File: config.mk
export PLATFORM = sky130hd
export DESIGN_NAME = sprite_anim_seq
export DESIGN_NICKNAME = d
export VERILOG_FILES = /design/src/rtl/sprite_anim_seq.sv
export SDC_FILE = /design/constraint.sdc
export NUM_CORES = 1
export LEC_CHECK = 0
export ABC_CLOCK_PERIOD_IN_PS = 2200
export CAP_MARGIN = 20
export CORE_ASPECT_RATIO = 0.9
export CORE_MARGIN = 5
export CORE_UTILIZATION = 45
export CTS_BUF_LIST = sky130_fd_sc_hd__clkbuf_2
export DETAILED_ROUTE_END_ITERATION = 10
export PLACE_DENSITY = 0.72
export SYNTH_ARGS = -nofsm -noshare
export SYNTH_HDL_FRONTEND = slang
export SYNTH_SLANG_ARGS = --single-unit
export TNS_END_PERCENT = 5
File: constraint.sdc
create_clock -name frame_clk -period 2.2 [get_ports frame_clk]
set_input_delay 0.33 -clock frame_clk [delete_from_list [all_inputs] [get_ports frame_clk]]
set_output_delay 0.33 -clock frame_clk [all_outputs]
set_load 0.02 [all_outputs]
File: src/rtl/sprite_anim_seq.sv
// Sprite animation sequencer: steps a per-direction frame index on held frame
// ticks in loop, ping-pong or one-shot mode, with a shoot pose override.
module sprite_anim_seq #(
  parameter  int FRAMES = 6,
  parameter  int HOLD   = 10,
  localparam int FW     = (FRAMES > 1) ? $clog2(FRAMES) : 1,
  localparam int IDW    = $clog2(2*FRAMES+2)
) (
  input  logic           frame_clk,
  input  logic           Reset,
  input  logic           enable,
  input  logic           direction,
  input  logic [1:0]     mode,
  input  logic           shoot,
  input  logic           restart,
  output logic [FW-1:0]  frame,
  output logic           dir_q,
  output logic           shooting,
  output logic [IDW-1:0] sprite_id,
  output logic           done,
  output logic           busy
);

  localparam int CW = (HOLD > 1) ? $clog2(HOLD) : 1;
  localparam logic [CW-1:0] CNT_LAST   = CW'(HOLD-1);
  localparam logic [FW-1:0] FRAME_LAST = FW'(FRAMES-1);

  typedef enum logic [1:0] {
    MODE_LOOP    = 2'b00,
    MODE_PING    = 2'b01,
    MODE_ONESHOT = 2'b10,
    MODE_LOOP_B  = 2'b11
  } mode_e;

  mode_e         w_mode;
  logic [FW-1:0] r_frame;
  logic [CW-1:0] r_cnt;
  logic          r_dir_q;
  logic          r_pp_up;
  logic          r_finished;
  logic          r_shooting;
  logic          r_done;

  assign w_mode = mode_e'(mode);

  // NOTE: all state registers use non-blocking assignments so every branch
  // reads the pre-edge values and later writes cleanly override earlier ones.
  always_ff @(posedge frame_clk) begin
    if (Reset) begin
      r_frame    <= '0;
      r_cnt      <= '0;
      r_dir_q    <= 1'b0;
      r_pp_up    <= 1'b1;
      r_finished <= 1'b0;
      r_shooting <= 1'b0;
      r_done     <= 1'b0;
    end else begin
      r_done <= 1'b0;
      if (restart) begin
        r_frame    <= '0;
        r_cnt      <= '0;
        r_pp_up    <= 1'b1;
        r_finished <= 1'b0;
        r_shooting <= 1'b0;
      end else begin
        if (w_mode != MODE_ONESHOT) r_finished <= 1'b0;
        if (direction != r_dir_q) begin
          r_dir_q    <= direction;
          r_frame    <= '0;
          r_cnt      <= '0;
          r_pp_up    <= 1'b1;
          r_finished <= 1'b0;
          r_shooting <= shoot;
        end else if (shoot) begin
          // Pose override freezes the frame and discards partial hold time.
          r_shooting <= 1'b1;
          r_cnt      <= '0;
        end else begin
          r_shooting <= 1'b0;
          if (enable) begin
            if (r_cnt == CNT_LAST) begin
              r_cnt <= '0;
              case (w_mode)
                MODE_PING: begin
                  if (FRAMES > 1) begin
                    if (r_pp_up && r_frame == FRAME_LAST) begin
                      r_pp_up <= 1'b0;
                      r_frame <= r_frame - 1'b1;
                    end else if (!r_pp_up && r_frame == '0) begin
                      r_pp_up <= 1'b1;
                      r_frame <= FW'(1);
                    end else begin
                      r_frame <= r_pp_up ? r_frame + 1'b1 : r_frame - 1'b1;
                    end
                  end
                end
                MODE_ONESHOT: begin
                  if (r_frame != FRAME_LAST) begin
                    r_frame <= r_frame + 1'b1;
                  end else if (!r_finished) begin
                    r_finished <= 1'b1;
                    r_done     <= 1'b1;
                  end
                end
                default: r_frame <= (r_frame == FRAME_LAST) ? '0 : r_frame + 1'b1;
              endcase
            end else begin
              r_cnt <= r_cnt + 1'b1;
            end
          end
        end
      end
    end
  end

  // NOTE: sprite_id gets a value on every path so no latch is inferred.
  always_comb begin
    sprite_id = '0;
    if (r_shooting) begin
      sprite_id = IDW'(2*FRAMES) + IDW'(r_dir_q);
    end else begin
      sprite_id = (r_dir_q ? IDW'(FRAMES) : '0) + IDW'(r_frame);
    end
  end

  assign frame    = r_frame;
  assign dir_q    = r_dir_q;
  assign shooting = r_shooting;
  assign done     = r_done;
  assign busy     = !r_finished;

endmodule
Word level (Yosys, flattened, before mapping). Cells that the tools add are included.

Bitwise logic cells: 5. Multiplexer cells: 21. $add $sub $neg: 5. Eq/ne operators: 8. Reductions and logical operators: 13.

Operators with widths (number): $mux W3 (6); $mux W1 (12); $mux W4 (2); $reduce_or A8 Y1 (1); $pmux W3 S2 (1); $not A1 Y1 (5); $reduce_and A5 Y1 (1); $add A3 B2 Y4 const A (1); $add A3 B3 Y4 (1); $add A4 B1 Y4 const B (1); $eq A4 B4 Y1 const B (1); $ne A2 B2 Y1 const B (2); $reduce_and A4 Y1 (1); $reduce_or A4 Y1 (1); $add A3 B1 Y3 const B (1); $eq A3 B3 Y1 const B (1); $logic_not A3 Y1 (1); $ne A3 B3 Y1 const B (1); $reduce_or A3 Y1 (1); $sub A3 B1 Y3 const B (1); $eq A2 B1 Y1 const B (1); $eq A2 B2 Y1 const B (1); $logic_and A1 B1 Y1 (2); $logic_not A1 Y1 (2); other kinds (4) (4).

Register bits: 12. Bits of input ports: 8. Logic and storage cells: 59. Output and inout port bits: 11.

Depth between registers and ports, before layout.
Word-level depth: 8. Gate-level depth with buffers: 8. Gate-level depth less buffers: 7.

Worst setup path before layout. Ideal clock, no wire load.

Path type: reg-to-output. Start point: reg r_frame[2] (netlist: frame[2]). End point: out sprite_id[2]. Arrival: 1.419 ns. Buffers on the path: 1. Cell stages (with the launch flop): 5. Data required time: 1.870 ns. Setup slack: 0.451 ns. Cells stage by stage: dfxtp_1 > buf_2 > inv_1 > fa_1 > nand2b_1.

Longest elaborated chain between the ends: 2.

RTL lines: start: declaration (line 36) `logic [FW-1:0] r_frame;`; start signal: assignment (line 88) `r_frame <= r_frame - 1'b1;`; start signal: assignment (line 93) `r_frame <= r_pp_up ? r_frame + 1'b1 : r_frame - 1'b1;`; start signal: assignment (line 99) `r_frame <= r_frame + 1'b1;`; $add A3 B3 Y4 (line 122) `sprite_id = (r_dir_q ? IDW'(FRAMES) : '0) + IDW'(r_frame);`; $mux W4 (line 119) `if (r_shooting) begin`; end: declaration (line 19) `output logic [IDW-1:0] sprite_id,`.

No other way between the ends.

Worst setup path in the final report.
Start point: reg r_frame[1] (netlist: frame[1]). End point: out sprite_id[2].

The elaborated chain is that of the path after synthesis.

==> impl_results.html <==
<table>
<tr><th>Metric</th><th>Value</th></tr>
<tr><th colspan="2">STA</th></tr>
<tr><td>Max-slew headroom</td><td>between 60% and 70%</td></tr>
<tr><td>Time the final worst path needs with I/O delays and setup</td><td>2.075 ns</td></tr>
<tr><td>Pins over their slew limit</td><td>0</td></tr>
<tr><td>Final setup skew</td><td>roughly 0.0076 ns</td></tr>
<tr><td>RSZ-0062 raised after global routing</td><td>no</td></tr>
<tr><td>Number of endpoints failing setup at the final stage</td><td>0</td></tr>
<tr><td>Setup tns final</td><td>0 ns</td></tr>
<tr><td>Max Clk Rate</td><td>between 400 and 500 MHz</td></tr>
<tr><td>Transition time at the pin with the least slew margin</td><td>0.4682 ns</td></tr>
<tr><td>Worst slack on hold paths</td><td>between 0.4 and 0.5 ns</td></tr>
<tr><td>Final clock period utilization by the worst path</td><td>94.33%</td></tr>
<tr><td>Final hold violations</td><td>0</td></tr>
<tr><th colspan="2">Routing</th></tr>
<tr><td>Wire length per cell</td><td>12.55 um</td></tr>
<tr><td>Average vias per placed instance</td><td>approximately 5.5</td></tr>
<tr><td>DRT iter0 DRCs</td><td>27</td></tr>
<tr><td>First-pass DRT Iterations</td><td>5</td></tr>
<tr><td>DRT Wirelength</td><td>1883 um</td></tr>
<tr><td>Remaining antenna violation count</td><td>0</td></tr>
<tr><td>Count of unresolved DRC violations after routing</td><td>0</td></tr>
<tr><td>Total number of vias</td><td>between 800 and 900</td></tr>
<tr><th colspan="2">Global routing</th></tr>
<tr><td>All-Layer GR Usage</td><td>13.12%</td></tr>
<tr><td>Global-route wire length before repair</td><td>3008 um</td></tr>
<tr><td>Pin count of the biggest net entering global routing</td><td>13</td></tr>
<tr><td>Overall overflow remaining after global route</td><td>0</td></tr>
<tr><td>Antenna violations before repair</td><td>0</td></tr>
<tr><td>Via count of the first global-routing pass</td><td>between 600 and 700</td></tr>
<tr><th colspan="2">Placed design</th></tr>
<tr><td>Count of port buffers added during placement</td><td>18</td></tr>
<tr><td>Instance area at placement</td><td>1055 sq um</td></tr>
<tr><td>Placed wire-length estimate after detailed placement</td><td>1495 um</td></tr>
<tr><td>Number of instances in the placed design</td><td>146</td></tr>
<tr><td>RD Place Congestion</td><td>0.8081</td></tr>
<tr><th colspan="2">Logic synthesis</th></tr>
<tr><td>Top cells by area in the synthesized netlist</td><td>sky130_fd_sc_hd__dfxtp_1 28%, sky130_fd_sc_hd__ha_1 10%, sky130_fd_sc_hd__inv_1 3.9%, sky130_fd_sc_hd__nor2b_1 3.7%, sky130_fd_sc_hd__a21oi_1 3.5%</td></tr>
<tr><td>Leading area contributor after synthesis</td><td>sky130_fd_sc_hd__dfxtp_1</td></tr>
<tr><td>Post-synthesis area per instance</td><td>8.229 sq um</td></tr>
<tr><td>Count of synthesis-stage warnings from yosys</td><td>0</td></tr>
<tr><td>Net count after synthesis</td><td>120</td></tr>
<tr><td>Top cell type's share of synthesized area</td><td>28.07%</td></tr>
<tr><td>Yosys reg bits</td><td>12</td></tr>
<tr><td>Post-synthesis cell count</td><td>104</td></tr>
<tr><td>Unique masters post-synth</td><td>37</td></tr>
<tr><td>Netlist Area Pre-Place</td><td>855.8 sq um</td></tr>
<tr><td>Post-synthesis sequential area ratio</td><td>around 28%</td></tr>
<tr><th colspan="2">Floorplanning</th></tr>
<tr><td>Initial cell density of the core</td><td>46.06%</td></tr>
<tr><td>Die height</td><td>51.37 um</td></tr>
<tr><td>Die ar.</td><td>2875 sq um</td></tr>
<tr><td>Die boundary width</td><td>55.97 um</td></tr>
<tr><td>Rows</td><td>15</td></tr>
<tr><td>Top-Level Pins</td><td>19</td></tr>
<tr><td>Area of the placeable core</td><td>between 1500 and 2000 sq um</td></tr>
<tr><th colspan="2">Clock network</th></tr>
<tr><td>Number of hold buffers added after cts</td><td>0</td></tr>
<tr><td>Clock root buffer master</td><td>sky130_fd_sc_hd__clkbuf_2</td></tr>
<tr><td>Number of CTS-inserted buffers</td><td>3</td></tr>
<tr><td>Clock Latency Late Sink</td><td>roughly 0.27 ns</td></tr>
<tr><td>Total number of clock tree sinks</td><td>12</td></tr>
<tr><td>TritonCTS clock tree</td><td>done</td></tr>
<tr><td>Clock-pin slew on the worst setup and hold paths</td><td>between 0.1 and 0.15 ns</td></tr>
<tr><td>Number of H-tree levels</td><td>1</td></tr>
<tr><td>Maximum count of clock buffers along a single path</td><td>2</td></tr>
<tr><td>Post-CTS Setup Bufs</td><td>0</td></tr>
<tr><td>Number of gates resized after CTS</td><td>3</td></tr>
<tr><th colspan="2">Critical path</th></tr>
<tr><td>Req. time, crit path</td><td>1.87 ns</td></tr>
<tr><td>Top fanout value on the critical path</td><td>5</td></tr>
<tr><td>Worst flop-to-flop path startpoint</td><td>frame[1]$_SDFFE_PP0P_</td></tr>
<tr><td>Register-to-Register Path Depth</td><td>7</td></tr>
<tr><td>Reg-to-reg setup timing slack</td><td>0.27 ns</td></tr>
<tr><td>Worst Setup Start Kind</td><td>flop</td></tr>
<tr><td>Data arrival time of the worst path</td><td>approximately 1.8 ns</td></tr>
<tr><td>Critical Path End Type</td><td>output pin</td></tr>
<tr><td>Capture point of the worst reg-to-reg path</td><td>frame[1]$_SDFFE_PP0P_</td></tr>
<tr><td>Classification of the worst setup path</td><td>reg -&gt; out</td></tr>
<tr><th colspan="2">Worst hold path</th></tr>
<tr><td>HP Class</td><td>reg -&gt; reg</td></tr>
<tr><td>Start point of the worst hold path</td><td>r_finished$_SDFF_PP0_</td></tr>
<tr><td>Number of cells on the worst hold path</td><td>1</td></tr>
<tr><td>Endpoint of the worst hold-timing path</td><td>done$_SDFF_PP0_</td></tr>
<tr><th colspan="2">Layout</th></tr>
<tr><td>Area growth, synth to finish</td><td>25.29%</td></tr>
<tr><td>Area taken by multi-input logic gates</td><td>550.5 sq um</td></tr>
<tr><td>Filler Cell Count</td><td>178</td></tr>
<tr><td>Commonest cells after routing, fill and taps aside</td><td>16 x sky130_fd_sc_hd__clkdlybuf4s50_1, 11 x sky130_fd_sc_hd__dfxtp_1, 9 x sky130_fd_sc_hd__inv_1, 7 x sky130_fd_sc_hd__nor2_1, 7 x sky130_fd_sc_hd__ha_1</td></tr>
<tr><td>Most common cell after layout, fill and taps aside</td><td>sky130_fd_sc_hd__clkdlybuf4s50_1</td></tr>
<tr><td>Register area</td><td>241.5 sq um</td></tr>
<tr><td>Fraction of final layout cells with drive strength greater than 1</td><td>under 10%</td></tr>
<tr><td>Inserted Diodes</td><td>0</td></tr>
<tr><td>Fin area</td><td>around 1100 sq um</td></tr>
<tr><td>Number of non-filler instances in the completed layout</td><td>150</td></tr>
<tr><td>Count of nets after finishing</td><td>~140</td></tr>
<tr><th colspan="2">Pwr</th></tr>
<tr><td>Leakage power</td><td>~0.39 nW</td></tr>
<tr><td>Power density relative to cell area</td><td>373.9 nW/um^2</td></tr>
<tr><td>Total power after layout</td><td>about 0.4 mW</td></tr>
<tr><td>Peak supply drop</td><td>0.3674 mV</td></tr>
<tr><th colspan="2">Job</th></tr>
<tr><td>Number of maximum-capacitance violations</td><td>0</td></tr>
<tr><th colspan="2">Run status</th></tr>
<tr><td>Result of the run</td><td>finished, final reports clean</td></tr>
</table>
==> state kept, by name (all words and copies together) (netlist names) <==
| signal | cells |
|---|---|
| dir_q | 1 |
| shooting | 1 |
| r_finished | 1 |
| frame | 3 |
| r_cnt | 4 |
| r_pp_up | 1 |
| done | 1 |
==> where the power goes <==
group | switching [mW] | internal, mW | total (mW)
Combinational | 0.0332 | 0.0331 | 0.0663
Sequential | 0.00311 | 0.220 | 0.223
Clock | 0.0724 | 0.0395 | 0.112
Total | 0.109 | 0.292 | 0.401
==> critical path: stages, from the launching register on <==
cell and delay, ns:
sky130_fd_sc_hd__dfxtp_1 0.43, sky130_fd_sc_hd__ha_1 0.17, sky130_fd_sc_hd__inv_1 0.05, sky130_fd_sc_hd__fa_1 0.48, sky130_fd_sc_hd__nand2b_1 0.05, sky130_fd_sc_hd__dlygate4sd2_1 0.31
==> cell type report <==
| type | instances | area share [%] |
|---|---|---|
| clock inverter | 1 | 0.3501 |
| inverter | 10 | 3.501 |
| clock buffer | 3 | 1.400 |
| multi-input combinational | 79 | 51.34 |
| tap | 25 | 2.917 |
| sequential | 12 | 22.52 |
| timing repair buffer | 20 | 17.97 |
==> cell usage after synthesis <==
cell type                   number
sky130_fd_sc_hd__dfxtp_1        12
sky130_fd_sc_hd__inv_1           9
sky130_fd_sc_hd__ha_1            7
sky130_fd_sc_hd__nor2_1          7
sky130_fd_sc_hd__a21oi_1         6
sky130_fd_sc_hd__nand2_1         5
sky130_fd_sc_hd__nor2b_1         5
sky130_fd_sc_hd__nor3_1          5
sky130_fd_sc_hd__o21ai_0         5
sky130_fd_sc_hd__a31oi_1         4
sky130_fd_sc_hd__nor3b_1         4
sky130_fd_sc_hd__nand2b_1        3
sky130_fd_sc_hd__a211oi_1        2
sky130_fd_sc_hd__buf_6           2
sky130_fd_sc_hd__nand3_1         2
sky130_fd_sc_hd__o21ai_1         2
sky130_fd_sc_hd__o22ai_1         2
sky130_fd_sc_hd__or3_1           2
sky130_fd_sc_hd__xor2_1          2
sky130_fd_sc_hd__a2111oi_0       1
sky130_fd_sc_hd__a21o_1          1
sky130_fd_sc_hd__a21oi_4         1
sky130_fd_sc_hd__a311oi_1        1
sky130_fd_sc_hd__and2_1          1
sky130_fd_sc_hd__buf_2           1
sky130_fd_sc_hd__fa_1            1
sky130_fd_sc_hd__inv_2           1
sky130_fd_sc_hd__mux2i_1         1
sky130_fd_sc_hd__nand2_2         1
sky130_fd_sc_hd__nand2b_2        1
sky130_fd_sc_hd__nor4_1          1
sky130_fd_sc_hd__nor4_2          1
sky130_fd_sc_hd__o21a_1          1
sky130_fd_sc_hd__o221ai_1        1
sky130_fd_sc_hd__or4_1           1
sky130_fd_sc_hd__or4_4           1
sky130_fd_sc_hd__xnor2_1         1
==> per-stage QoR <==
stage	worst slack [ns]	util [%]
final	0.1248	57.71
after global routing	0.03767	57.71
after CTS	0.1102	57.71
after detailed placement	0.1126	56.77
after global placement	0.1303	56.77
after floorplan	0.4509	-
==> how the worst max path moves through the flow <==
stage | from | end | depth (start not counted)
after floorplan | frame[2]$_SDFFE_PP0P_ | sprite_id[2] | 4
after global placement | mode[0] | frame[2]$_SDFFE_PP0P_ | 8
after detailed placement | mode[0] | frame[0]$_SDFFE_PP0P_ | 5
after CTS | frame[1]$_SDFFE_PP0P_ | sprite_id[2] | 5
after global routing | frame[1]$_SDFFE_PP0P_ | sprite_id[2] | 5
final | frame[1]$_SDFFE_PP0P_ | sprite_id[2] | 5
==> per-layer routing <==
metal  vias to the layer above  part of all wire [%]  track usage, %
li1                        415                     -               -
met1                       380                    44           16.16
met2                        33                    47           22.18
met3                         4                   7.1           3.283
met4                         0                   1.3           4.743
met5                         -                     0               0
==> kinds of logic after synthesis <==
kind of cell	synth area share, %
AO/OA/AOI/OAI	20.47
XOR/XNOR	3.071
adder cells (fa/ha/maj)	12.57
buffers and inverters	7.601
flip-flops	28.07
multiplexers	1.170
AND/OR/NAND/NOR	27.05
Power figures use the tool's default switching activity.
